**config.mk**
```make
export PLATFORM = sky130hd
export DESIGN_NAME = pcie_phy_tx_framer
export DESIGN_NICKNAME = d
export VERILOG_FILES = /design/src/rtl/pcie_phy_tx_framer.sv
export SDC_FILE = /design/constraint.sdc
export NUM_CORES = 1
export LEC_CHECK = 0
export CORE_MARGIN = 4
export CORE_UTILIZATION = 49
export DETAILED_ROUTE_END_ITERATION = 10
export PLACE_DENSITY = 0.76
export SLEW_MARGIN = 10
export SYNTH_ARGS = -nofsm -noshare
export SYNTH_HDL_FRONTEND = slang
export SYNTH_SLANG_ARGS = --single-unit
```
**constraint.sdc**
```tcl
create_clock -name CLK -period 1.72 [get_ports CLK]
set_clock_uncertainty 0.05 [all_clocks]
set_input_delay 0.258 -clock CLK [delete_from_list [all_inputs] [get_ports CLK]]
set_output_delay 0.258 -clock CLK [all_outputs]
set_load 0.01 [all_outputs]
```
**src/rtl/pcie_phy_tx_framer.sv**
```systemverilog
// PCIe PHY transmit framer: STP/END packet framing, word padding, periodic SKP
// ordered sets and logical idle, striped one symbol per cycle across LANES lanes.
module pcie_phy_tx_framer #(
    parameter int LANES        = 4,
    parameter int SKP_INTERVAL = 1180
) (
    input  logic               CLK,
    input  logic               RESET,
    input  logic [7:0]         IN_DATA,
    input  logic               IN_VALID,
    input  logic               IN_LAST,
    output logic               IN_READY,
    output logic [LANES*8-1:0] DATA_OUT,
    output logic [LANES-1:0]   CONTROL_OUT,
    output logic               OUT_VALID,
    output logic               UNDERRUN
);

    localparam int LW = (LANES > 1) ? $clog2(LANES) : 1;
    localparam int TW = (SKP_INTERVAL > 1) ? $clog2(SKP_INTERVAL) : 1;
    localparam logic [LW-1:0] LAST_LANE = LW'(LANES - 1);
    localparam logic [TW-1:0] TIMER_MAX = TW'(SKP_INTERVAL - 1);

    localparam logic [7:0] SYM_STP  = 8'hFB;
    localparam logic [7:0] SYM_END  = 8'hFD;
    localparam logic [7:0] SYM_EDB  = 8'hFE;
    localparam logic [7:0] SYM_PAD  = 8'hF7;
    localparam logic [7:0] SYM_COM  = 8'hBC;
    localparam logic [7:0] SYM_SKP  = 8'h1C;
    localparam logic [7:0] SYM_IDLE = 8'h00;

    typedef enum logic [2:0] {
        S_IDLE, S_STP, S_DATA, S_END, S_PAD, S_SKP, S_DRAIN
    } state_t;

    state_t               state_q, state_d;
    logic [LW-1:0]        lane_q, lane_d;
    logic [TW-1:0]        timer_q, timer_d;
    logic                 skp_pending_q, skp_pending_d;
    logic [1:0]           skp_word_q, skp_word_d;
    logic [LANES*8-1:0]   stage_q, stage_d;
    logic [LANES-1:0]     kstage_q, kstage_d;
    logic [LANES*8-1:0]   data_out_q;
    logic [LANES-1:0]     ctrl_out_q;
    logic                 out_valid_q;
    logic                 underrun_q, underrun_d;

    logic       last_lane, timer_wrap, decide, start_ok, enter_skp, sym_k;
    logic [7:0] sym_data;

    assign last_lane  = (lane_q == LAST_LANE);
    assign timer_wrap = (timer_q == TIMER_MAX);

    always_comb begin
        state_d    = state_q;
        skp_word_d = skp_word_q;
        sym_data   = SYM_IDLE;
        sym_k      = 1'b0;
        underrun_d = 1'b0;
        decide     = 1'b0;
        case (state_q)
            S_IDLE: decide = last_lane;
            S_STP: begin
                sym_data = SYM_STP;
                sym_k    = 1'b1;
                state_d  = S_DATA;
            end
            S_DATA: begin
                if (IN_VALID) begin
                    sym_data = IN_DATA;
                    if (IN_LAST) state_d = S_END;
                end else begin
                    sym_data   = SYM_EDB;
                    sym_k      = 1'b1;
                    underrun_d = 1'b1;
                    state_d    = S_DRAIN;
                end
            end
            S_END: begin
                sym_data = SYM_END;
                sym_k    = 1'b1;
                if (last_lane) decide = 1'b1;
                else           state_d = S_PAD;
            end
            S_PAD: begin
                sym_data = SYM_PAD;
                sym_k    = 1'b1;
                decide   = last_lane;
            end
            S_DRAIN: begin
                if (IN_VALID && IN_LAST) begin
                    if (last_lane) decide = 1'b1;
                    else           state_d = S_PAD;
                end
            end
            S_SKP: begin
                sym_data = (skp_word_q == 2'd0) ? SYM_COM : SYM_SKP;
                sym_k    = 1'b1;
                if (last_lane) begin
                    skp_word_d = skp_word_q + 2'd1;
                    decide     = (skp_word_q == 2'd3);
                end
            end
            default: state_d = S_IDLE;
        endcase

        // A byte accepted in DRAIN is the aborted packet's tail, not a new packet request.
        start_ok  = IN_VALID && (state_q != S_DRAIN);
        enter_skp = decide && skp_pending_q;
        if (decide) state_d = skp_pending_q ? S_SKP : (start_ok ? S_STP : S_IDLE);

        skp_pending_d = (skp_pending_q | timer_wrap) & ~enter_skp;
        timer_d       = timer_wrap ? '0 : timer_q + 1'b1;
        lane_d        = last_lane ? '0 : lane_q + 1'b1;

        stage_d  = stage_q;
        kstage_d = kstage_q;
        stage_d[8*int'(lane_q) +: 8] = sym_data;
        kstage_d[lane_q]             = sym_k;
    end

    always_ff @(posedge CLK) begin
        if (RESET) begin
            state_q       <= S_IDLE;
            lane_q        <= '0;
            timer_q       <= '0;
            skp_pending_q <= 1'b0;
            skp_word_q    <= '0;
            stage_q       <= '0;
            kstage_q      <= '0;
            data_out_q    <= '0;
            ctrl_out_q    <= '0;
            out_valid_q   <= 1'b0;
            underrun_q    <= 1'b0;
        end else begin
            state_q       <= state_d;
            lane_q        <= lane_d;
            timer_q       <= timer_d;
            skp_pending_q <= skp_pending_d;
            skp_word_q    <= skp_word_d;
            stage_q       <= stage_d;
            kstage_q      <= kstage_d;
            out_valid_q   <= last_lane;
            underrun_q    <= underrun_d;
            if (last_lane) begin
                data_out_q <= stage_d;
                ctrl_out_q <= kstage_d;
            end
        end
    end

    assign IN_READY    = !RESET && ((state_q == S_DATA) || (state_q == S_DRAIN));
    assign DATA_OUT    = data_out_q;
    assign CONTROL_OUT = ctrl_out_q;
    assign OUT_VALID   = out_valid_q;
    assign UNDERRUN    = underrun_q;

endmodule

```
==> impl_metrics.tcl, run 1 <==
set metrics [dict create \
    tritoncts_clock_tree "done" \
    cpMaxStageDelayCell "sky130_fd_sc_hd__and4bb_2" \
    vias_per_cell 5.52 \
    worst_ir_drop_vdd_mv 0.688 \
    synth.distinct_cells 48 \
    critical_path.reg2reg.endpoint "DATA_OUT[25]" \
    hold_class "input pin to flop" \
    synthDominantCellAreaShare 0.496 \
    cp_num_buf_inv 1 \
    worst_setup_path_start_kind "flop" \
    timing_hold_violations_final 0 \
    ctsLongestPathBuffers 2 \
    dpl.hpwl_mm 6.21 \
    finalSetupViolations 0 \
    core-area_sq_um 7290 \
    syn-instance-count 404 \
    mappedNetlistArea_sq_um 3710 \
    boundaryPins 51 \
    grt_setup_unrepaired "yes" \
    clock_root_buffer_master "sky130_fd_sc_hd__clkbuf_8" \
    critical-path-max-stage-delay_ps 350 \
    status "finished clean" \
    synth_mux_area_frac 0.00539 \
    fin_area_sq_um 4920 \
    layout_min_cycle_time_ps 1670 \
    ys_ff_latch 92 \
    htreeDepth 3 \
    die_wd_microns 95.0 \
    first_pass_iters 5 \
    detail-route-antenna-nets 0 \
    net_total_in_the_final_layout 499 \
    synth_compound_gate_area_share 0.196 \
    port_buffers 50 \
    initial_core_util 0.509 \
    hold_start "RESET" \
    overflow 0 \
    crit_path_max_delay_family "simple AND/OR/NAND/NOR gates" \
    route.final.wire_length_mm 9.10 \
    synth.avg_cell_area_sq_um 9.19 \
    synth.net_count 425 \
    layout-drive-gt1-share 0.203 \
    timing.critical_path.to_type "flop" \
    synth_top_family_by_area "simple AND/OR/NAND/NOR gates" \
    rrSetupSlack_ps 50 \
    timing.max_cap.violations 0 \
    grt_first_pass_wirelength_mm 14.6 \
    synth_largest_area_cell "sky130_fd_sc_hd__dfxtp_1" \
    critPathRequiredTime_ps 1940 \
    route.detailed.wl_per_inst_microns 15.6 \
    power.density_cell_area_nw_per_um2 901 \
    grt_pass1_vias 3054 \
    cts.reportedPaths.clkPinSlew_ps 90 \
    filler_cell_count 593 \
    die_area_sq_um 9030 \
    synth_async_sr_flop_share 0 \
    report.power.total_mw 4.44 \
    die_h_microns 95.0 \
    post_synth_main_area_contributors "sky130_fd_sc_hd__dfxtp_1 50%, sky130_fd_sc_hd__nor2_1 7.8%, sky130_fd_sc_hd__a211oi_1 5.9%" \
    placed_area_sq_um 4530 \
    max_freq_mhz 599 \
    n_antenna_cell 0 \
    grtUsageTotal 0.207 \
    number_of_antenna_violations_at_the_first_check_in_global_routing 0 \
    cells_along_the_critical_path "inv_2 > ha_4 > and4bb_2 > nor2b_4 > a22oi_1 > a211oi_1" \
    insertion_delay_ps 350 \
    cp_max_fo 5 \
    routabilityCongestion 0.853 \
    clkSinkCount 92 \
    yosysWarnings 0 \
    leakage_nw 1.75 \
    area.growth.synth_to_final_pct 32.6 \
    post_detailed_route_drc_marker_count 0 \
    min_path_cells 3 \
    rr_worst_depth 6 \
    hold_end "stage_q[31]" \
    post_synth_top_flop "sky130_fd_sc_hd__dfxtp_1" \
    route.vias.total 3215 \
    synth-adder-area-share 0.0303 \
    drtIter0Drc 194 \
    crit-reg2reg-launch "lane_q[0]" \
    max_slew_margin 0.590 \
    timing.final.max_slew_violations 0 \
    synth_simple_gate_area_share 0.211 \
    floorplan.rows 31 \
    edff_count_synth 0 \
    criticalPathCategory "flop to flop" \
    synth_xor_area_frac 0.0212 \
    tritoncts_buffer_count 9 \
    final_min_period_over_clock_period 0.970 \
    timing_worst_slew_pin_value_ps 615 \
    maximum_number_of_pins_on_one_net_before_global_route_repair 58 \
    seq_area_frac_synth 0.496 \
    worst_ep_arrival_time_ps 1890 \
]
==> sequential cells by signal, summed over array words and instances (netlist names) <==
register / flops
timer_q: 11
CONTROL_OUT: 4
skp_pending_q: 1
OUT_VALID: 1
lane_q: 2
stage_q: 32
kstage_q: 3
UNDERRUN: 1
DATA_OUT: 32
skp_word_q: 2
state_q: 3
==> layout by cell type (no fill, tap or decap), types with 4 or more instances in the layout <==
master | synthesis | routed
sky130_fd_sc_hd__a211oi_2 | 0 | 9
sky130_fd_sc_hd__a21oi_1 | 4 | 4
sky130_fd_sc_hd__clkdlybuf4s50_1 | 0 | 48
sky130_fd_sc_hd__nor2b_1 | 11 | 8
sky130_fd_sc_hd__nor3_1 | 7 | 7
sky130_fd_sc_hd__a22oi_1 | 16 | 11
sky130_fd_sc_hd__o22ai_1 | 7 | 7
sky130_fd_sc_hd__a32oi_1 | 13 | 9
sky130_fd_sc_hd__nand2_1 | 24 | 23
sky130_fd_sc_hd__inv_1 | 9 | 7
sky130_fd_sc_hd__buf_4 | 1 | 36
sky130_fd_sc_hd__a22oi_2 | 0 | 5
sky130_fd_sc_hd__nor2_1 | 77 | 76
sky130_fd_sc_hd__a211oi_1 | 29 | 20
sky130_fd_sc_hd__clkbuf_8 | 0 | 10
sky130_fd_sc_hd__nand2b_1 | 9 | 9
sky130_fd_sc_hd__dfxtp_1 | 92 | 90
sky130_fd_sc_hd__nand3_1 | 8 | 8
sky130_fd_sc_hd__nor3b_1 | 5 | 5
sky130_fd_sc_hd__xnor2_1 | 6 | 6
sky130_fd_sc_hd__ha_1 | 9 | 5
==> cells by family after synthesis <==
kind of cell / Yosys count
AOI/OAI and AO/OA: 95
DFF: 92
adders and majority gates: 9
xor gates and xnor gates: 9
and+or+nand+nor: 160
muxes: 2
buffers and inverters: 37
==> cell usage after synthesis (2+ instances only) <==
cell / instances
sky130_fd_sc_hd__dfxtp_1: 92
sky130_fd_sc_hd__nor2_1: 77
sky130_fd_sc_hd__a211oi_1: 29
sky130_fd_sc_hd__nand2_1: 24
sky130_fd_sc_hd__a22oi_1: 16
sky130_fd_sc_hd__a32oi_1: 13
sky130_fd_sc_hd__clkbuf_1: 13
sky130_fd_sc_hd__nor2b_1: 11
sky130_fd_sc_hd__ha_1: 9
sky130_fd_sc_hd__inv_1: 9
sky130_fd_sc_hd__nand2b_1: 9
sky130_fd_sc_hd__nand3_1: 8
sky130_fd_sc_hd__nor3_1: 7
sky130_fd_sc_hd__o22ai_1: 7
sky130_fd_sc_hd__buf_2: 6
sky130_fd_sc_hd__xnor2_1: 6
sky130_fd_sc_hd__nor3b_1: 5
sky130_fd_sc_hd__a21oi_1: 4
sky130_fd_sc_hd__buf_1: 4
sky130_fd_sc_hd__clkinv_1: 4
sky130_fd_sc_hd__o21ai_0: 4
sky130_fd_sc_hd__a31oi_1: 3
sky130_fd_sc_hd__and3_1: 3
sky130_fd_sc_hd__and3b_1: 3
sky130_fd_sc_hd__and4bb_2: 3
sky130_fd_sc_hd__nand4_1: 3
sky130_fd_sc_hd__xor2_1: 3
sky130_fd_sc_hd__a21o_1: 2
sky130_fd_sc_hd__and4b_1: 2
sky130_fd_sc_hd__mux2i_1: 2
sky130_fd_sc_hd__nor4bb_1: 2
sky130_fd_sc_hd__o21a_1: 2
sky130_fd_sc_hd__o21ai_1: 2
sky130_fd_sc_hd__o21bai_1: 2
sky130_fd_sc_hd__o32ai_1: 2
==> layer usage <==
layer | up-vias | track usage | share of wire
met2 | 89 | 0.328 | 0.48
met4 | 0 | 0.0649 | 0.013
li1 | 1591 | - | -
met3 | 15 | 0.0418 | 0.049
met5 | - | 0 | 0
met1 | 1520 | 0.283 | 0.45
==> how the worst max path moves through the flow <==
stage / from / endpoint / slack, ps / cells past startpoint
finish: lane_q[0] / DATA_OUT[25] / 50 / 6
global route: lane_q[0] / DATA_OUT[23] / -10 / 7
CTS: lane_q[0] / DATA_OUT[30] / 4 / 6
detailed placement: IN_VALID / DATA_OUT[18] / -320 / 5
global placement: IN_VALID / DATA_OUT[2] / -260 / 5
floorplan: lane_q[0] / DATA_OUT[6] / -20 / 6
==> stage by stage <==
stage / hold WS (ps) / util / instances / TNS (ps) / worst slack, ps
floorplan: 392 / - / 404 / -48.8 / -18.7
global route: 365 / 0.675 / 582 / -29.3 / -14.6
global placement: 405 / 0.621 / 565 / -6960 / -258
finish: 360 / 0.675 / 582 / 0 / 51.0
detailed placement: 413 / 0.621 / 565 / -8160 / -325
CTS: 344 / 0.659 / 582 / 0 / 4.11
==> worst min-delay path, stage by stage <==
cell and delay (ps):
sky130_fd_sc_hd__buf_2 140, sky130_fd_sc_hd__buf_4 220, sky130_fd_sc_hd__nor2_1 110
==> repair_timing <==
item,4_1_cts,5_1_grt
setup buffers,1,0
hold buffers,0,0
endpoints found under the setup margin,20,50
gates cloned,0,0
gates resized for setup,14,29
pin swaps,7,9
==> final cells by class <==
class                   instances  area (sq um)  share of cell area
clock buffers                  10           138              0.0280
clock inverters                 6          71.3              0.0145
inverters                      13          50.0              0.0102
multi-input cells             275          1920               0.389
flip-flops and latches         92          1840               0.375
well taps                      99           124              0.0252
repair buffers                 87           781               0.159
==> report_power, final <==
group	internal, mW	switching, mW	total [mW]
logic	0.311	0.349	0.660
registers	2.21	0.0464	2.25
clock network	0.728	0.799	1.53
Power figures use the tool's default switching activity.
==> run 2: changes to the inputs <==
--- a/config.mk
+++ b/config.mk
@@ -5,6 +5,7 @@
 export SDC_FILE = /design/constraint.sdc
 export NUM_CORES = 1
 export LEC_CHECK = 0
+export ABC_CLOCK_PERIOD_IN_PS = 1720
 export CORE_MARGIN = 4
 export CORE_UTILIZATION = 49
 export DETAILED_ROUTE_END_ITERATION = 10
==> results of run 2 <==
The final DEF is identical to that of run 1; final timing and power are the same.
==> run 3: changes to the inputs <==
--- a/config.mk
+++ b/config.mk
@@ -6,8 +6,10 @@
 export NUM_CORES = 1
 export LEC_CHECK = 0
 export ABC_CLOCK_PERIOD_IN_PS = 1720
+export CELL_PAD_IN_SITES_DETAIL_PLACEMENT = 1
+export CELL_PAD_IN_SITES_GLOBAL_PLACEMENT = 1
 export CORE_MARGIN = 4
-export CORE_UTILIZATION = 49
+export CORE_UTILIZATION = 37
 export DETAILED_ROUTE_END_ITERATION = 10
 export PLACE_DENSITY = 0.76
 export SLEW_MARGIN = 10
==> impl_metrics.tcl, run 3 (synthesis results as in run 1) <==
set metrics [dict create \
    status "finished clean" \
    floorplan.rows 36 \
    worst_ep_arrival_time_ps 1870 \
    layout_min_cycle_time_ps 1680 \
    insertion_delay_ps 370 \
    vias_per_cell 5.25 \
    die_h_microns 108 \
    maximum_number_of_pins_on_one_net_before_global_route_repair 57 \
    intPower_mw 3.22 \
    final_min_period_over_clock_period 0.975 \
    detail-route-antenna-nets 0 \
    top_library_cells_by_usage_in_the_layout_fill_and_taps_aside "86 x sky130_fd_sc_hd__dfxtp_1, 76 x sky130_fd_sc_hd__nor2_1, 48 x sky130_fd_sc_hd__clkdlybuf4s50_1" \
    timing.critical_path.to_type "flop" \
    timing_worst_slew_pin_value_ps 481 \
    most_frequent_standard_cell_in_the_layout_excluding_fill_and_tap_cells "sky130_fd_sc_hd__dfxtp_1" \
    finalSetupViolations 0 \
    tritoncts_clock_tree "done" \
    max_freq_mhz 597 \
    htreeDepth 3 \
    core-area_sq_um 9770 \
    max_slew_margin 0.677 \
    initial_core_util 0.380 \
    critPathRequiredTime_ps 1910 \
    number_of_antenna_violations_at_the_first_check_in_global_routing 0 \
    hold_class "input pin to flop" \
    dpl.hpwl_mm 7.59 \
    power_frac_clock 0.342 \
    netSwitchingFraction 0.279 \
    fin_area_sq_um 5000 \
    boundaryPins 51 \
    combinationalPowerShare 0.154 \
    route.detailed.wl_per_inst_microns 17.4 \
    worst_ir_drop_vdd_mv 0.468 \
    p_seq_frac 0.505 \
    post_detailed_route_drc_marker_count 0 \
    die_area_sq_um 11700 \
    crit-reg2reg-launch "lane_q[0]" \
    crit_top_cell "sky130_fd_sc_hd__buf_4" \
    port_buffers 50 \
    net_total_in_the_final_layout 500 \
    power.density_cell_area_nw_per_um2 893 \
    power.switching_mw 1.25 \
    first_pass_iters 4 \
    route.final.wire_length_mm 10.7 \
    placed_area_sq_um 4570 \
    n_antenna_cell 0 \
    cpMaxStageDelayCell "sky130_fd_sc_hd__dfxtp_2" \
    area.growth.synth_to_final_pct 34.7 \
    overflow 0 \
    routabilityCongestion 0.825 \
    route.vias.total 3241 \
    clock_root_buffer_master "sky130_fd_sc_hd__clkbuf_8" \
    cells_along_the_critical_path "inv_2 > buf_4 > ha_1 > and4bb_2 > buf_4 > a32oi_2 > a211oi_1" \
    leakage_nw 1.76 \
    setup.worst_path.start "lane_q[0]" \
    drtIter0Drc 127 \
    hold_start "RESET" \
    cts_hold_buffers 0 \
    grt_pass1_vias 3502 \
    critical-path-max-stage-delay_ps 350 \
    ctsLongestPathBuffers 2 \
    timing.final.max_slew_violations 0 \
    report.power.total_mw 4.47 \
    cts.reportedPaths.clkPinSlew_ps 100 \
    worst_setup_path_start_kind "flop" \
    layout-drive-gt1-share 0.219 \
    die_wd_microns 108 \
    timing_hold_violations_final 0 \
    grt_setup_unrepaired "yes" \
    tritoncts_buffer_count 9 \
    grtUsageTotal 0.190 \
    clkSinkCount 92 \
    grt_first_pass_wirelength_mm 17.4 \
    criticalPathCategory "flop to flop" \
    timing.max_cap.violations 0 \
    cp_max_fo 6 \
]
## run 3: final timing paths
| check | endpoint | slack (ps) | depth (start not counted) |
|---|---|---|---|
| max | DATA_OUT[19] | 40 | 7 |
| min | state_q[2] | 290 | 3 |
| max reg2reg | DATA_OUT[19] | 40 | 7 |
| min reg2reg | DATA_OUT[6] | 440 | 2 |
## run 3: final cells by class
class / count / area, sq um
repair buffers: 88 / 796
multi-input cells: 275 / 1930
clock inverters: 7 / 82.6
flip-flops and latches: 92 / 1850
fillers: 1110 / 4770
well taps: 133 / 166
inverters: 13 / 52.6
clock buffers: 9 / 124
## run 3: power by group through the flow
stage	sequential (mW)	clock [mW]	combinational (mW)
floorplan	2.32	0	0.291
detailed placement	2.30	0	0.631
global placement	2.30	0	0.609
CTS	2.25	1.57	0.651
finish	2.25	1.53	0.686
global route	2.27	1.66	0.749
## run 3: layer usage
metal / part of all wire / GRT usage / up-vias
met2: 0.51 / 0.336 / 40
met4: 0.016 / 0.0541 / 0
li1: - / - / 1589
met3: 0.026 / 0.0412 / 15
met5: 0 / 0 / -
met1: 0.45 / 0.232 / 1597
## run 3: metrics by stage
| step | util | setup TNS [ps] | hold slack (ps) | std cells | worst slack (ps) |
|---|---|---|---|---|---|
| 5_1_grt | 0.512 | -156 | 330 | 617 | -35.9 |
| 3_3_place_gp | 0.468 | -9690 | 405 | 599 | -278 |
| 6_report | 0.512 | 0 | 295 | 617 | 43.7 |
| 3_5_place_dp | 0.468 | -11600 | 424 | 599 | -365 |
| 4_1_cts | 0.493 | 0 | 300 | 615 | 6.02 |
| 2_1_floorplan | - | -48.8 | 392 | 404 | -18.7 |
## run 3: what timing repair did
action	in CTS	in global routing
setup buffers	0	2
endpoints found under the setup margin	23	42
pin swaps	4	16
resized for setup	11	36
## run 3: worst max-delay path, delay by kind of cell (launching register included)
family,cells,cell delay [ps]
buffers and inverters,3,360
AO/OA/AOI/OAI,2,360
flip-flops,1,350
AND/OR/NAND/NOR,1,240
adder cells (fa/ha/maj),1,210
